## src/rtl/kbd_serial_tx_if.sv

```systemverilog
// Request, status and open-drain line signals between a keyboard transmitter and its user.
// The master side owns the byte request and the observed SP level. The slave side owns status and line enables.
interface kbd_serial_tx_if;
   logic [7:0] TX_DATA;
   logic       TX_VALID;
   logic       TX_READY;
   logic       BUSY;
   logic       DONE;
   logic       TIMEOUT;
   logic       CNT_DRV;
   logic       SP_DRV;
   logic       SP_IN;

   modport master (
      output TX_DATA, TX_VALID, SP_IN,
      input  TX_READY, BUSY, DONE, TIMEOUT, CNT_DRV, SP_DRV
   );

   modport slave (
      input  TX_DATA, TX_VALID, SP_IN,
      output TX_READY, BUSY, DONE, TIMEOUT, CNT_DRV, SP_DRV
   );
endinterface

```

## src/rtl/kbd_serial_tx.sv

```systemverilog
// Keyboard-side CIA serial transmitter: one rotated, active-low byte per request, MSB first, then host SP handshake.
// Line enables and status are decoded from the state register only, so a reset releases CNT/SP in the same cycle.
module kbd_serial_tx #(
   parameter int SETUP_CYC   = 20,
   parameter int LOW_CYC     = 20,
   parameter int HIGH_CYC    = 20,
   parameter int TIMEOUT_CYC = 143000
) (
   input  logic            CLK,
   input  logic            RESET,
   kbd_serial_tx_if.slave  tx
);
   localparam int MAX_A = (SETUP_CYC > LOW_CYC) ? SETUP_CYC : LOW_CYC;
   localparam int MAX_B = (HIGH_CYC > TIMEOUT_CYC) ? HIGH_CYC : TIMEOUT_CYC;
   localparam int MAX_P = (MAX_A > MAX_B) ? MAX_A : MAX_B;
   localparam int TW    = $clog2(MAX_P) + 1;

   localparam logic [TW-1:0] SETUP_LAST = TW'(SETUP_CYC - 1);
   localparam logic [TW-1:0] LOW_LAST   = TW'(LOW_CYC - 1);
   localparam logic [TW-1:0] HIGH_LAST  = TW'(HIGH_CYC - 1);
   localparam logic [TW-1:0] TO_LAST    = TW'(TIMEOUT_CYC - 1);
   localparam logic [TW-1:0] ACK_BLANK  = TW'(3);

   typedef enum logic [2:0] {
      IDLE,
      SETUP,
      CLK_LOW,
      CLK_HIGH,
      ACK_WAIT,
      ACK_RELEASE
   } state_t;

   state_t        state_q, state_d;
   logic [7:0]    shreg_q, shreg_d;
   logic [2:0]    bitcnt_q, bitcnt_d;
   logic [TW-1:0] timer_q, timer_d;
   logic          sp_meta_q, sp_meta_d;
   logic          sp_s_q, sp_s_d;

   always_ff @(posedge CLK or posedge RESET) begin
      if (RESET) begin
         state_q   <= IDLE;
         shreg_q   <= '0;
         bitcnt_q  <= '0;
         timer_q   <= '0;
         sp_meta_q <= 1'b1;
         sp_s_q    <= 1'b1;
      end else begin
         state_q   <= state_d;
         shreg_q   <= shreg_d;
         bitcnt_q  <= bitcnt_d;
         timer_q   <= timer_d;
         sp_meta_q <= sp_meta_d;
         sp_s_q    <= sp_s_d;
      end
   end

   always_comb begin
      state_d     = state_q;
      shreg_d     = shreg_q;
      bitcnt_d    = bitcnt_q;
      timer_d     = timer_q + TW'(1);
      sp_meta_d   = tx.SP_IN;
      sp_s_d      = sp_meta_q;
      tx.TX_READY = 1'b0;
      tx.BUSY     = 1'b1;
      tx.DONE     = 1'b0;
      tx.TIMEOUT  = 1'b0;
      tx.CNT_DRV  = 1'b0;
      tx.SP_DRV   = 1'b0;

      case (state_q)
         IDLE: begin
            tx.TX_READY = 1'b1;
            tx.BUSY     = 1'b0;
            timer_d     = '0;
            if (tx.TX_VALID) begin
               shreg_d  = {tx.TX_DATA[6:0], tx.TX_DATA[7]};
               bitcnt_d = '0;
               state_d  = SETUP;
            end
         end

         SETUP: begin
            tx.SP_DRV = shreg_q[7];
            if (timer_q == SETUP_LAST) begin
               timer_d = '0;
               state_d = CLK_LOW;
            end
         end

         CLK_LOW: begin
            tx.SP_DRV  = shreg_q[7];
            tx.CNT_DRV = 1'b1;
            if (timer_q == LOW_LAST) begin
               timer_d = '0;
               state_d = CLK_HIGH;
            end
         end

         CLK_HIGH: begin
            // Data is still held here: the CIA samples on the rising CNT edge that opens this phase.
            tx.SP_DRV = shreg_q[7];
            if (timer_q == HIGH_LAST) begin
               timer_d = '0;
               if (bitcnt_q == 3'd7) begin
                  state_d = ACK_WAIT;
               end else begin
                  shreg_d  = {shreg_q[6:0], 1'b0};
                  bitcnt_d = bitcnt_q + 3'd1;
                  state_d  = SETUP;
               end
            end
         end

         ACK_WAIT: begin
            // The first cycles still see our own last bit through the synchronizer, so they are blanked.
            if (timer_q == TO_LAST) begin
               tx.TIMEOUT = 1'b1;
               timer_d    = '0;
               state_d    = IDLE;
            end else if (timer_q >= ACK_BLANK && !sp_s_q) begin
               state_d = ACK_RELEASE;
            end
         end

         ACK_RELEASE: begin
            // The timer carries over from ACK_WAIT so the timeout bounds the whole handshake.
            if (sp_s_q) begin
               tx.DONE = 1'b1;
               timer_d = '0;
               state_d = IDLE;
            end else if (timer_q == TO_LAST) begin
               tx.TIMEOUT = 1'b1;
               timer_d    = '0;
               state_d    = IDLE;
            end
         end

         default: begin
            timer_d = '0;
            state_d = IDLE;
         end
      endcase
   end
endmodule
```

## src/flat_wrapper.sv

```systemverilog
// flat-port wrapper written by rule: the top's interface ports become plain ports
module kbd_serial_tx_flat 
#(
   parameter int SETUP_CYC   = 20,
   parameter int LOW_CYC     = 20,
   parameter int HIGH_CYC    = 20,
   parameter int TIMEOUT_CYC = 143000
)
  (CLK, RESET, tx_TX_DATA, tx_TX_VALID, tx_SP_IN, tx_TX_READY, tx_BUSY, tx_DONE, tx_TIMEOUT, tx_CNT_DRV, tx_SP_DRV);
  kbd_serial_tx_if tx_i ();
  input  logic CLK;
  input  logic RESET;
  input wire logic [$bits(tx_i.TX_DATA)-1:0] tx_TX_DATA;
  input wire logic [$bits(tx_i.TX_VALID)-1:0] tx_TX_VALID;
  input wire logic [$bits(tx_i.SP_IN)-1:0] tx_SP_IN;
  output wire logic [$bits(tx_i.TX_READY)-1:0] tx_TX_READY;
  output wire logic [$bits(tx_i.BUSY)-1:0] tx_BUSY;
  output wire logic [$bits(tx_i.DONE)-1:0] tx_DONE;
  output wire logic [$bits(tx_i.TIMEOUT)-1:0] tx_TIMEOUT;
  output wire logic [$bits(tx_i.CNT_DRV)-1:0] tx_CNT_DRV;
  output wire logic [$bits(tx_i.SP_DRV)-1:0] tx_SP_DRV;
  assign tx_i.TX_DATA = tx_TX_DATA;
  assign tx_i.TX_VALID = tx_TX_VALID;
  assign tx_i.SP_IN = tx_SP_IN;
  assign tx_TX_READY = tx_i.TX_READY;
  assign tx_BUSY = tx_i.BUSY;
  assign tx_DONE = tx_i.DONE;
  assign tx_TIMEOUT = tx_i.TIMEOUT;
  assign tx_CNT_DRV = tx_i.CNT_DRV;
  assign tx_SP_DRV = tx_i.SP_DRV;
  kbd_serial_tx #(.SETUP_CYC(SETUP_CYC), .LOW_CYC(LOW_CYC), .HIGH_CYC(HIGH_CYC), .TIMEOUT_CYC(TIMEOUT_CYC)) u_core (.CLK(CLK), .RESET(RESET), .tx(tx_i));
endmodule
```

## config.mk

```make
export PLATFORM = sky130hd
export DESIGN_NAME = kbd_serial_tx_flat
export DESIGN_NICKNAME = d
export VERILOG_FILES = /design/src/rtl/kbd_serial_tx_if.sv /design/src/rtl/kbd_serial_tx.sv /design/src/flat_wrapper.sv
export SDC_FILE = /design/constraint.sdc
export NUM_CORES = 1
export LEC_CHECK = 0
export BUFFER_PORTS_ARGS = -buffer_cell sky130_fd_sc_hd__buf_2
export CAP_MARGIN = 25
export CELL_PAD_IN_SITES_DETAIL_PLACEMENT = 2
export CELL_PAD_IN_SITES_GLOBAL_PLACEMENT = 2
export CORE_MARGIN = 2
export CORE_UTILIZATION = 38
export CTS_CLUSTER_SIZE = 12
export DETAILED_ROUTE_END_ITERATION = 7
export GPL_ROUTABILITY_DRIVEN = 0
export GPL_TIMING_DRIVEN = 0
export PLACE_DENSITY = 0.76
export SYNTH_ARGS = -nofsm -noshare
export SYNTH_HDL_FRONTEND = slang
export SYNTH_SLANG_ARGS = --single-unit
```

## constraint.sdc

```tcl
create_clock -name CLK -period 2 [get_ports CLK]
set_input_delay 0.1 -clock CLK [delete_from_list [all_inputs] [get_ports CLK]]
set_output_delay 0.1 -clock CLK [all_outputs]
set_load 0.01 [all_outputs]
```

==> summary.log <==
qor: place.dpl.cell_count 271
qor: global_routing.busiest_layer met2
qor: layout.layout.nets 251
qor: synth.synth-edff-count 0
qor: critical_path.critical_path.startpoint_type register
qor: sta.finalHoldViolations 0
qor: synth.synth_warnings 0
qor: pwr.peakVddDrop 0.000667 V
qor: synth.netlist_instances 186
qor: place.placement.io_buffers 17
qor: floorplan.number_of_top_level_pins 18
qor: clock_tree.h-tree-depth 2
qor: layout.final_cell_area 2530 sq um
qor: synth.synthesis.area 1920 sq um
qor: synth.syn_nets 201
qor: global_routing.number_of_global_route_vias_before_repair 1,686
qor: clock_tree.root_buffer clkbuf_8
qor: clock_tree.cts.path.max_buffers 2
qor: synth.synth_top_flop_cell dfrtp_1
qor: critical_path.endpoint_kind register
qor: place.dpl_worst_slack -0.108 ns
qor: route.drt-initial-drc-count 56
qor: synth.synth.area.mux_share 0.101
qor: route.drt_pre_antenna_iters 4
qor: place.hpwl 3500 um
qor: global_routing.wire_length_of_the_first_global_routing_pass 8470 um
qor: layout.mostFrequentLayoutCell dfrtp_1
qor: synth.syn_area_per_cell 10.3 sq um
qor: sta.min_period 2.10 ns
qor: floorplan.dieWidth 75.0 um
qor: global_routing.grt_max_degree 20
qor: route.route.vias.total 1,635
qor: outcome.outcome finished with violations
qor: critical_path.timing_worst_setup_path_type register to register
qor: critical_path.cp.arrival 2.29 ns
qor: global_routing.antenna_found_initial 0
qor: synth.synth_xor_area_frac 0.0822
qor: outcome.violations negative setup slack
qor: layout.n_fill_cell 489
qor: sta.fmax 477 MHz
qor: route.ant_nets 0
qor: floorplan.floorplan.initialDensity 0.401
qor: clock_tree.clkSlewWorstSetupHoldPaths 0.08 ns
qor: layout.stdcell_count 304
qor: sta.final_max_tran_viols 0
qor: sta.worst_clock_skew 0.00642 ns
qor: layout.antenna_cells_inserted 0
qor: synth.synth_fa_ha_area_frac 0.0196
qor: global_routing.groute.usage.overall 0.208
qor: global_routing.met1_usage 0.262
qor: sta.rsz_0062_raised_after_global_routing yes
qor: route.detail_route.vias_per_cell 5.38
qor: min_path.worstHoldPathType input pin to register
qor: global_routing.gr-total-overflow 0
qor: layout.area_growth_syn_to_layout 31.8%
qor: clock_tree.cts_buffers 5
qor: layout.multi_input_comb_area 1060 sq um
qor: pwr.p_per_area 1050 nW/um^2
qor: sta.finalWorstSetupSlack -0.0965 ns
qor: synth.largest_family_of_logic_cells_by_synthesized_area simple AND/OR/NAND/NOR gates
qor: critical_path.worstPathMaxFanout 5
qor: clock_tree.clock_sinks 35
qor: sta.setup_viol 19
qor: sta.worst-slew-pin-transition 0.880 ns
qor: floorplan.fp.coreArea 4790 sq um
qor: clock_tree.clock_insertion_delay_at_the_later_pin_of_the_skew_report 0.30 ns
qor: sta.slew_headroom 0.412
qor: floorplan.die_y 75.0 um
qor: layout.final-seq-area 880 sq um
qor: route.detail_route.drc_violations 0
qor: route.avgRoutedWirePerCell 22.3 um
qor: route.wirelength 6790 um
qor: layout.commonest_cells_after_routing_fill_and_taps_aside 32 x dfrtp_1, 22 x nor2_1, 21 x buf_4, 18 x buf_2, 17 x nand2_1
qor: critical_path.worst-endpoint-required 2.19 ns
qor: global_routing.globalRouteMet2Util 0.357
qor: synth.synth_simple_gate_area_frac 0.260
qor: floorplan.number_of_core_rows 25
qor: pwr.power.leakage 1.16 nW
qor: place.placed_cell_area 2110 sq um
qor: synth.synth.distinct_cells 39
qor: synth.postSynthRegisterBits 35
qor: layout.layout-drive-gt1-share 0.405
qor: sta.period_share 1.05
qor: synth.yosysSeqAreaShare 0.458
qor: layout.post_layout_util 0.528
qor: flow_run.max_cap_violations 0
qor: synth.post_synthesis_compound_gate_area_fraction 0.0483
qor: clock_tree.tritoncts built
qor: sta.hold_slack 0.0461 ns
qor: global_routing.met3_usage 0.0402
qor: synth.postSynth.asyncResetShare 1.00
qor: floorplan.die-area 5630 sq um
==> routing by layer <==
layer / wire length, um / share of wire
met4: 91 / 0.013
met1: 2890 / 0.43
met2: 3650 / 0.54
met3: 159 / 0.023
met5: 0 / 0
==> logic make-up (layout without fill, tap and decap cells) <==
logic type	count (synthesis)	in the layout
and+or+nand+nor	92	92
xor gates and xnor gates	18	18
muxes	15	15
AOI/OAI and AO/OA	13	14
adders and majority gates	3	3
DFF	35	35
buffers and inverters	10	60
==> state kept, by name, indices dropped and copies added (netlist names) <==
name,flops
u_core.timer_q,19
u_core.shreg_q,8
u_core.bitcnt_q,3
u_core.state_q,3
u_core.sp_meta_q,1
u_core.sp_s_q,1
==> where the power goes <==
part           internal, mW  leakage [nW]  switching, mW
Combinational         0.495         0.644          0.499
Clock                 0.404        0.0612          0.286
Sequential            0.836         0.456          0.122
==> stage by stage <==
| step | power [mW] | TNS [ns] |
|---|---|---|
| after floorplan | 1.37 | 0 |
| after global placement | 1.51 | 0 |
| after detailed placement | 1.56 | -1.13 |
| after CTS | 2.30 | -0.0334 |
| after global routing | 2.75 | -4.00 |
| final | 2.64 | -1.22 |
==> layout make-up <==
type                            instances  share of cell area
Inverter                                5             0.00743
Multi-Input combinational cell        142               0.421
Sequential cell                        35               0.348
Tap cell                               67              0.0332
Clock buffer                            6              0.0327
Buffer                                  5              0.0188
Timing Repair Buffer                   42               0.125
Clock inverter                          2              0.0139
==> path summary, 6_finish.rpt <==
kind                              startpoint                 end  slack, ns  cells after the start
min reg2reg                 u_core.sp_meta_q       u_core.sp_s_q       0.36                      0
min in group asynchronous              RESET   u_core.shreg_q[1]       0.52                      3
max in group asynchronous              RESET       u_core.sp_s_q       0.82                      4
max reg2reg                u_core.timer_q[0]  u_core.timer_q[16]       -0.1                      9
min                            tx_TX_DATA[7]   u_core.shreg_q[0]       0.05                      3
max                        u_core.timer_q[0]  u_core.timer_q[16]       -0.1                      9
==> cells in the mapped netlist (2+ instances only) <==
cell / n / share of area
nor2_1: 27 / 0.053
nand3_1: 10 / 0.026
inv_1: 4 / 0.0078
nor2b_1: 2 / 0.0065
xnor2_1: 7 / 0.032
ha_1: 3 / 0.020
and2_1: 4 / 0.013
and3_1: 3 / 0.0098
mux2_2: 7 / 0.041
dfstp_2: 2 / 0.027
o21ai_0: 5 / 0.013
nor4_4: 2 / 0.022
or2_2: 2 / 0.0065
nor4_1: 3 / 0.0098
xor2_1: 11 / 0.050
dfrtp_1: 33 / 0.43
o31a_1: 2 / 0.0091
buf_6: 2 / 0.012
nand2_1: 18 / 0.035
nand4_1: 6 / 0.020
a21oi_1: 3 / 0.0078
mux2_4: 7 / 0.055
nor3_1: 7 / 0.018
==> critical path, stage by stage (launching register included) <==
cell	delay, ns
dfrtp_1	0.44
ha_2	0.28
and2_4	0.18
nand4_2	0.18
buf_4	0.21
nor2_1	0.10
o31a_1	0.21
buf_6	0.17
clkbuf_16	0.17
nor2_2	0.04
==> timing repair <==
| action | 4_1_cts | 5_1_grt |
|---|---|---|
| hold endpoints to repair | 19 | 0 |
| resized for setup | 8 | 17 |
| setup buffers | 7 | 13 |
| endpoints found under the setup margin | 19 | 30 |
| hold buffers | 2 | 0 |
| cloned | 1 | 2 |
| pin swaps | 4 | 9 |
Note: power is estimated with default switching activity, not from simulation.
